$ cat src/rtl/cpu_run_ctrl_pkg.sv
// Shared widths, FSM state encoding and stop-cause codes for the run controller.
`ifndef CPU_RUN_CTRL_DEFS
`define CPU_RUN_CTRL_DEFS
`define ADDR_LEN 32
`define INSTR_LEN 32
`endif

package cpu_run_ctrl_pkg;

  typedef enum logic [1:0] {
    ST_IDLE  = 2'd0,
    ST_RESET = 2'd1,
    ST_RUN   = 2'd2,
    ST_DONE  = 2'd3
  } state_t;

  typedef enum logic [1:0] {
    STOP_NONE    = 2'd0,
    STOP_HALT    = 2'd1,
    STOP_TIMEOUT = 2'd2,
    STOP_STALL   = 2'd3
  } stop_t;

  // Coinciding stop conditions resolve HALT first, then STALL, then TIMEOUT.
  function automatic stop_t pick_stop(input logic halt, input logic stall);
    return halt ? STOP_HALT : (stall ? STOP_STALL : STOP_TIMEOUT);
  endfunction

endpackage

$ cat src/rtl/cpu_run_ctrl_if.sv
// Control/observation bundle between a test harness (master) and the run controller (slave).
interface cpu_run_ctrl_if #(
  parameter int MAX_CYCLES  = 20,
  parameter int TRACE_DEPTH = 8
);
  localparam int CW = $clog2(MAX_CYCLES + 1);
  localparam int IW = $clog2(TRACE_DEPTH);

  // No valid/ready pairs here: start is a level sampled on each rising edge and
  // only acted on in IDLE or DONE; every other signal is a plain per-cycle value.
  logic                   start;
  logic [`ADDR_LEN-1:0]   pc;
  logic [`INSTR_LEN-1:0]  inst;
  logic                   core_rst;
  logic                   running;
  logic                   done;
  logic [1:0]             stop_cause;
  logic [CW-1:0]          cycle_cnt;
  logic [IW-1:0]          trace_idx;
  logic [`ADDR_LEN-1:0]   trace_pc;
  logic [IW:0]            trace_count;

  modport master (
    output start, pc, inst, trace_idx,
    input  core_rst, running, done, stop_cause, cycle_cnt, trace_pc, trace_count
  );

  modport slave (
    input  start, pc, inst, trace_idx,
    output core_rst, running, done, stop_cause, cycle_cnt, trace_pc, trace_count
  );
endinterface

$ cat src/rtl/cpu_run_ctrl_trace.sv
// Circular PC trace buffer; read index is relative to the newest entry.
module pc_trace_buf #(
  parameter int WIDTH = 32,
  parameter int DEPTH = 8,
  parameter int IW    = $clog2(DEPTH)
) (
  input  logic             clk,
  input  logic             rst_n,
  input  logic             i_we,
  input  logic             i_clr,
  input  logic [WIDTH-1:0] i_wdata,
  input  logic [IW-1:0]    i_ridx,
  output logic [WIDTH-1:0] o_rdata,
  output logic [IW:0]      o_count
);
  logic [WIDTH-1:0] r_mem [DEPTH];
  logic [IW-1:0]    r_wptr;
  logic [IW:0]      r_count;
  logic [IW-1:0]    w_raddr;

  always_ff @(posedge clk) begin
    if (!rst_n || i_clr) begin
      r_wptr  <= '0;
      r_count <= '0;
    end else if (i_we) begin
      r_wptr <= r_wptr + 1'b1;
      if (r_count != (IW+1)'(DEPTH)) r_count <= r_count + 1'b1;
    end
  end

  always_ff @(posedge clk) begin
    if (i_we) r_mem[r_wptr] <= i_wdata;
  end

  // DEPTH is a power of two, so the subtraction wraps onto the ring.
  assign w_raddr = r_wptr - i_ridx - 1'b1;
  assign o_rdata = ({1'b0, i_ridx} < r_count) ? r_mem[w_raddr] : '0;
  assign o_count = r_count;
endmodule

$ cat src/rtl/cpu_run_ctrl.sv
// Drives a CPU core through reset and a bounded run, stopping on halt, stall or timeout.
module cpu_run_ctrl
  import cpu_run_ctrl_pkg::*;
#(
  parameter int          RST_CYCLES  = 2,
  parameter int          MAX_CYCLES  = 20,
  parameter int          STALL_LIMIT = 4,
  parameter int          TRACE_DEPTH = 8,
  parameter logic [31:0] HALT_INST   = 32'h0000006F
) (
  input  logic           clk,
  input  logic           rst_n,
  cpu_run_ctrl_if.slave  bus,
  output state_t         o_dbg_state
);
  localparam int CW = $clog2(MAX_CYCLES + 1);
  localparam int SW = $clog2(STALL_LIMIT + 1);
  localparam int RW = $clog2(RST_CYCLES + 1);

  state_t               r_state;
  stop_t                r_stop_cause;
  logic                 r_core_rst;
  logic                 r_running;
  logic                 r_done;
  logic [CW-1:0]        r_cycle_cnt;
  logic [SW-1:0]        r_stall_cnt;
  logic [RW-1:0]        r_rst_cnt;
  logic [`ADDR_LEN-1:0] r_prev_pc;
  logic                 r_prev_valid;

  logic w_clr, w_run, w_same, w_halt, w_stall, w_timeout;

  assign w_clr     = bus.start && (r_state == ST_IDLE || r_state == ST_DONE);
  assign w_run     = (r_state == ST_RUN);
  assign w_same    = r_prev_valid && (bus.pc == r_prev_pc);
  assign w_halt    = (bus.inst == HALT_INST);
  // Stall fires on the STALL_LIMIT-th consecutive cycle at one PC, i.e. when
  // this repeat takes the counter to STALL_LIMIT-1.
  assign w_stall   = w_same && (r_stall_cnt == SW'(STALL_LIMIT - 2));
  assign w_timeout = (r_cycle_cnt == CW'(MAX_CYCLES - 1));

  always_ff @(posedge clk) begin
    if (!rst_n) begin
      r_state      <= ST_IDLE;
      r_stop_cause <= STOP_NONE;
      r_core_rst   <= 1'b1;
      r_running    <= 1'b0;
      r_done       <= 1'b0;
      r_cycle_cnt  <= '0;
      r_stall_cnt  <= '0;
      r_rst_cnt    <= '0;
      r_prev_pc    <= '0;
      r_prev_valid <= 1'b0;
    end else if (w_clr) begin
      r_state      <= ST_RESET;
      r_stop_cause <= STOP_NONE;
      r_core_rst   <= 1'b1;
      r_running    <= 1'b0;
      r_done       <= 1'b0;
      r_cycle_cnt  <= '0;
      r_stall_cnt  <= '0;
      r_rst_cnt    <= '0;
      r_prev_valid <= 1'b0;
    end else begin
      case (r_state)
        ST_RESET: begin
          if (r_rst_cnt == RW'(RST_CYCLES - 1)) begin
            r_state    <= ST_RUN;
            r_core_rst <= 1'b0;
            r_running  <= 1'b1;
          end else begin
            r_rst_cnt <= r_rst_cnt + 1'b1;
          end
        end
        ST_RUN: begin
          r_cycle_cnt  <= r_cycle_cnt + 1'b1;
          r_prev_pc    <= bus.pc;
          r_prev_valid <= 1'b1;
          r_stall_cnt  <= w_same ? r_stall_cnt + 1'b1 : '0;
          if (w_halt || w_stall || w_timeout) begin
            r_state      <= ST_DONE;
            r_running    <= 1'b0;
            r_done       <= 1'b1;
            r_stop_cause <= pick_stop(w_halt, w_stall);
          end
        end
        default: ;
      endcase
    end
  end

  pc_trace_buf #(
    .WIDTH (`ADDR_LEN),
    .DEPTH (TRACE_DEPTH)
  ) u_trace (
    .clk     (clk),
    .rst_n   (rst_n),
    .i_we    (w_run),
    .i_clr   (w_clr),
    .i_wdata (bus.pc),
    .i_ridx  (bus.trace_idx),
    .o_rdata (bus.trace_pc),
    .o_count (bus.trace_count)
  );

  assign bus.core_rst   = r_core_rst;
  assign bus.running    = r_running;
  assign bus.done       = r_done;
  assign bus.stop_cause = r_stop_cause;
  assign bus.cycle_cnt  = r_cycle_cnt;
  assign o_dbg_state    = r_state;
endmodule
$ cat src/flat_wrapper.sv
// flat-port wrapper written by rule: the top's interface ports become plain ports
module cpu_run_ctrl_flat import cpu_run_ctrl_pkg::*;
#(
  parameter int          RST_CYCLES  = 2,
  parameter int          MAX_CYCLES  = 20,
  parameter int          STALL_LIMIT = 4,
  parameter int          TRACE_DEPTH = 8,
  parameter logic [31:0] HALT_INST   = 32'h0000006F
)
  (clk, rst_n, o_dbg_state, bus_start, bus_pc, bus_inst, bus_trace_idx, bus_core_rst, bus_running, bus_done, bus_stop_cause, bus_cycle_cnt, bus_trace_pc, bus_trace_count);
  cpu_run_ctrl_if #(.MAX_CYCLES(MAX_CYCLES), .TRACE_DEPTH(TRACE_DEPTH)) bus_i ();
  input  logic clk;
  input  logic rst_n;
  output state_t o_dbg_state;
  input wire logic [$bits(bus_i.start)-1:0] bus_start;
  input wire logic [$bits(bus_i.pc)-1:0] bus_pc;
  input wire logic [$bits(bus_i.inst)-1:0] bus_inst;
  input wire logic [$bits(bus_i.trace_idx)-1:0] bus_trace_idx;
  output wire logic [$bits(bus_i.core_rst)-1:0] bus_core_rst;
  output wire logic [$bits(bus_i.running)-1:0] bus_running;
  output wire logic [$bits(bus_i.done)-1:0] bus_done;
  output wire logic [$bits(bus_i.stop_cause)-1:0] bus_stop_cause;
  output wire logic [$bits(bus_i.cycle_cnt)-1:0] bus_cycle_cnt;
  output wire logic [$bits(bus_i.trace_pc)-1:0] bus_trace_pc;
  output wire logic [$bits(bus_i.trace_count)-1:0] bus_trace_count;
  assign bus_i.start = bus_start;
  assign bus_i.pc = bus_pc;
  assign bus_i.inst = bus_inst;
  assign bus_i.trace_idx = bus_trace_idx;
  assign bus_core_rst = bus_i.core_rst;
  assign bus_running = bus_i.running;
  assign bus_done = bus_i.done;
  assign bus_stop_cause = bus_i.stop_cause;
  assign bus_cycle_cnt = bus_i.cycle_cnt;
  assign bus_trace_pc = bus_i.trace_pc;
  assign bus_trace_count = bus_i.trace_count;
  cpu_run_ctrl #(.RST_CYCLES(RST_CYCLES), .MAX_CYCLES(MAX_CYCLES), .STALL_LIMIT(STALL_LIMIT), .TRACE_DEPTH(TRACE_DEPTH), .HALT_INST(HALT_INST)) u_core (.clk(clk), .rst_n(rst_n), .bus(bus_i), .o_dbg_state(o_dbg_state));
endmodule
$ cat config.mk
export PLATFORM = sky130hd
export DESIGN_NAME = cpu_run_ctrl_flat
export DESIGN_NICKNAME = d
export VERILOG_FILES = /design/src/rtl/cpu_run_ctrl_pkg.sv /design/src/rtl/cpu_run_ctrl_if.sv /design/src/rtl/cpu_run_ctrl_trace.sv /design/src/rtl/cpu_run_ctrl.sv /design/src/flat_wrapper.sv
export SDC_FILE = /design/constraint.sdc
export NUM_CORES = 1
export LEC_CHECK = 0
export ABC_AREA = 1
export CAP_MARGIN = 30
export CORE_AREA = 2 2 162 164
export DETAILED_ROUTE_END_ITERATION = 12
export DIE_AREA = 0 0 164 166
export GPL_ROUTABILITY_DRIVEN = 0
export PLACE_DENSITY = 0.83
export SETUP_SLACK_MARGIN = 0.1
export SKIP_CTS_REPAIR_TIMING = 1
export SLEW_MARGIN = 5
export SYNTH_ARGS = -nofsm -noshare
export SYNTH_HDL_FRONTEND = slang
export SYNTH_SLANG_ARGS = --single-unit
$ cat constraint.sdc
create_clock -name clk -period 2.9 [get_ports clk]
set_input_delay 0.29 -clock clk [delete_from_list [all_inputs] [get_ports clk]]
set_output_delay 0.29 -clock clk [all_outputs]
set_load 0.01 [all_outputs]
==> impl_metrics.json <==
{
  "die_area_mm2": 0.02722,
  "dp_cells": 1597,
  "fmax_mhz": 299.7,
  "timing.final.crit_share_pct": 115.0,
  "status": "complete, but fails checks",
  "core_mm2": 0.02562,
  "power_density_mw_per_mm2": 726.2,
  "cts_buffers": 30,
  "initial_core_util_pct": 50.96,
  "path_cells": "ha_4 > inv_4 > fa_4 > buf_12 > buf_12 > buf_16 > buf_8 > a21oi_1 > a32o_1 > nand2_1 > o221a_2 > buf_6",
  "clk_pin_slew_ns": 0.06,
  "violations": "setup timing",
  "drv_cap": 0,
  "netlist_instances": 1149,
  "grt_max_degree": 69,
  "placed_cell_area_mm2": 0.01519,
  "worstPathRequired_ns": 2.61,
  "path_common_cell": "buf_12",
  "nets": 1417,
  "finalWirelength_um": 37170,
  "root_buffer": "clkbuf_16",
  "die_w_um": 164,
  "whs_path_depth": 2,
  "route.detailed.drc": 0,
  "synth_warnings": 0,
  "cp-start-kind": "flip-flop",
  "ys_seq_elements": 313,
  "fin_skew_ns": 0.009138,
  "clockBufferDepth": 3,
  "cpMaxStageDelayCell": "fa_4",
  "max_stage_delay_ns": 0.81,
  "setup_violations": 32,
  "rr_worst_depth": 6,
  "dp_hpwl_um": 18940,
  "cts-htree-levels": 1,
  "first_iter_violations": 1406,
  "fill_cells": 1630,
  "grt_pass1_vias": 9512,
  "overflow": 0,
  "netlist_area_mm2": 0.01305,
  "worst_slew_pin_slew_ns": 0.8793,
  "wl_per_cell_um": 21.96,
  "peakVddDrop_mv": 0.6854,
  "vias": 10220,
  "fin_ws_ns": -0.4363,
  "final_cell_mix": "311 x nand2_1, 256 x edfxtp_1, 84 x clkdlybuf4s50_1, 82 x a21oi_1, 71 x inv_1",
  "drt-pass1-iter-count": 8,
  "async_reset_ff_share_pct": 0,
  "p_leak_uw": 0.006271,
  "crit_family": "adder cells",
  "antenna_found_initial": 1,
  "grt_pass1_wl_um": 50160,
  "viasPerCell": 6.036,
  "synth-main-ff-cell": "edfxtp_1",
  "cts.sinks": 313,
  "final_common_cell": "nand2_1",
  "syn_to_final_growth_pct": 30.76,
  "layout.cells.non_filler": 1693,
  "fp-row-count": 59,
  "fin_crit_ns": 3.336,
  "criticalPathCategory": "flip-flop to output port",
  "arrival_ns": 3.05,
  "avgSynthCellArea_um2": 11.36,
  "cp.depth": 12,
  "relSlewSlack_pct": 41.30,
  "drv_slew": 0,
  "hold_class": "flip-flop to flip-flop",
  "final_core_utilization_pct": 66.63,
  "synth_edf_count": 256,
  "portBuffers": 117,
  "clock_latency_ns": 0.55,
  "cts_tree": "built",
  "hold_viol": 0,
  "synth_seq_area_share_pct": 67.63,
  "io-pin-count": 118,
  "synth_nets": 1233,
  "synth_cell_types": 33,
  "detail-route-antenna-nets": 0,
  "total_power_uw": 12400,
  "crit_fanout": 5,
  "worst_setup_path_end_kind": "output port",
  "rsz0062_at_grt": "yes",
  "grt_usage_pct": 23.47,
  "fp.dieH_um": 166,
  "cp_num_buf_inv": 6,
  "drive_gt1_share_pct": 20.63,
  "fin_area_mm2": 0.01707
}
==> cell type report <==
cell class              instances  area (um2)  area share [%]
diodes                          1       2.502         0.01466
clock buffers                  50       917.1           5.373
clock inverters                 6       32.53          0.1906
inverters                      73       277.8           1.627
multi-input cells             694        4084           23.93
flip-flops and latches        313        8830           51.73
well taps                     335       419.2           2.456
repair buffers                221        2506           14.68
==> synth_stat cells, types with 2 or more instances <==
cell	count	share of area [%]
a21oi_1	104	4.0
a32o_1	31	2.4
buf_1	3	0.086
dfxtp_1	57	8.7
inv_1	73	2.1
nand4_1	3	0.14
edfxtp_1	256	59
a32oi_1	31	2.1
o21ai_0	46	1.8
buf_2	24	0.92
nor3b_1	2	0.11
xor2_1	3	0.20
ha_1	13	1.2
o221a_2	31	2.7
o22ai_1	2	0.096
nor2_1	71	2.0
nand3_1	8	0.31
clkbuf_1	42	1.2
nor3_1	2	0.077
nor4_1	8	0.38
xnor2_1	9	0.60
or2_2	2	0.096
nand2_1	317	9.1
o32ai_1	2	0.13
==> stage by stage <==
stage | setup TNS (ns) | hold slack, ns | worst slack [ns]
CTS | -20.86 | 0.4427 | -0.7405
detailed placement | -18.59 | 0.4435 | -0.6625
global placement | -17.35 | 0.4367 | -0.6245
global route | -13.83 | 0.4390 | -0.4747
floorplan | -10.58 | 0.3889 | -0.05111
finish | -11.73 | 0.4476 | -0.4363
==> registers in the layout, indices dropped and copies added (netlist names), 2 cells and up <==
| name | flops |
|---|---|
| u_core.bus.cycle_cnt | 5 |
| u_core.bus.stop_cause | 2 |
| u_core.o_dbg_state | 2 |
| u_core.r_prev_pc | 32 |
| u_core.r_rst_cnt | 2 |
| u_core.r_stall_cnt | 3 |
| u_core.u_trace.o_count | 4 |
| u_core.u_trace.r_mem | 256 |
| u_core.u_trace.r_wptr | 3 |
==> worst reg2reg max path, cell delays in order (launching register included) <==
cell and delay, ns:
dfxtp_1 0.36, inv_1 0.08, ha_2 0.17, buf_4 0.54
nand2_1 0.41, nor2_4 0.21, buf_12 0.29
==> routing by layer <==
metal  global-route usage, %  vias up  part of all wire [%]
li1                        -     4485                     -
met1                   30.42     4883                    37
met2                   40.17      735                    49
met3                   4.096      116                    11
met4                   7.475        0                   3.1
met5                       0        -                     0
==> kinds of logic after synthesis <==
family          count (synthesis)  synth area share (%)
buf+inv                       142                 4.313
xor+xnor                       12                0.8052
flops                         313                 67.63
simple gates                  420                 12.69
fa+ha+maj                      14                 1.399
compound gates                248                 13.16
==> where the power goes <==
group | switching [uW] | total [uW] | internal (uW)
combinational | 1860 | 3250 | 1390
clock | 1630 | 3770 | 2140
sequential | 187 | 5380 | 5190
==> path summary, 6_finish.rpt <==
path                                 end  slack (ns)                startpoint
max                      bus_trace_pc[9]       -0.44  u_core.u_trace.r_wptr[0]
min             u_core.bus.stop_cause[1]        0.45  u_core.bus.stop_cause[1]
max reg2reg  u_core.u_trace.r_mem[7][17]        0.51     u_core.o_dbg_state[0]
min reg2reg     u_core.bus.stop_cause[1]        0.45  u_core.bus.stop_cause[1]
Note: power is estimated with default switching activity, not from simulation.
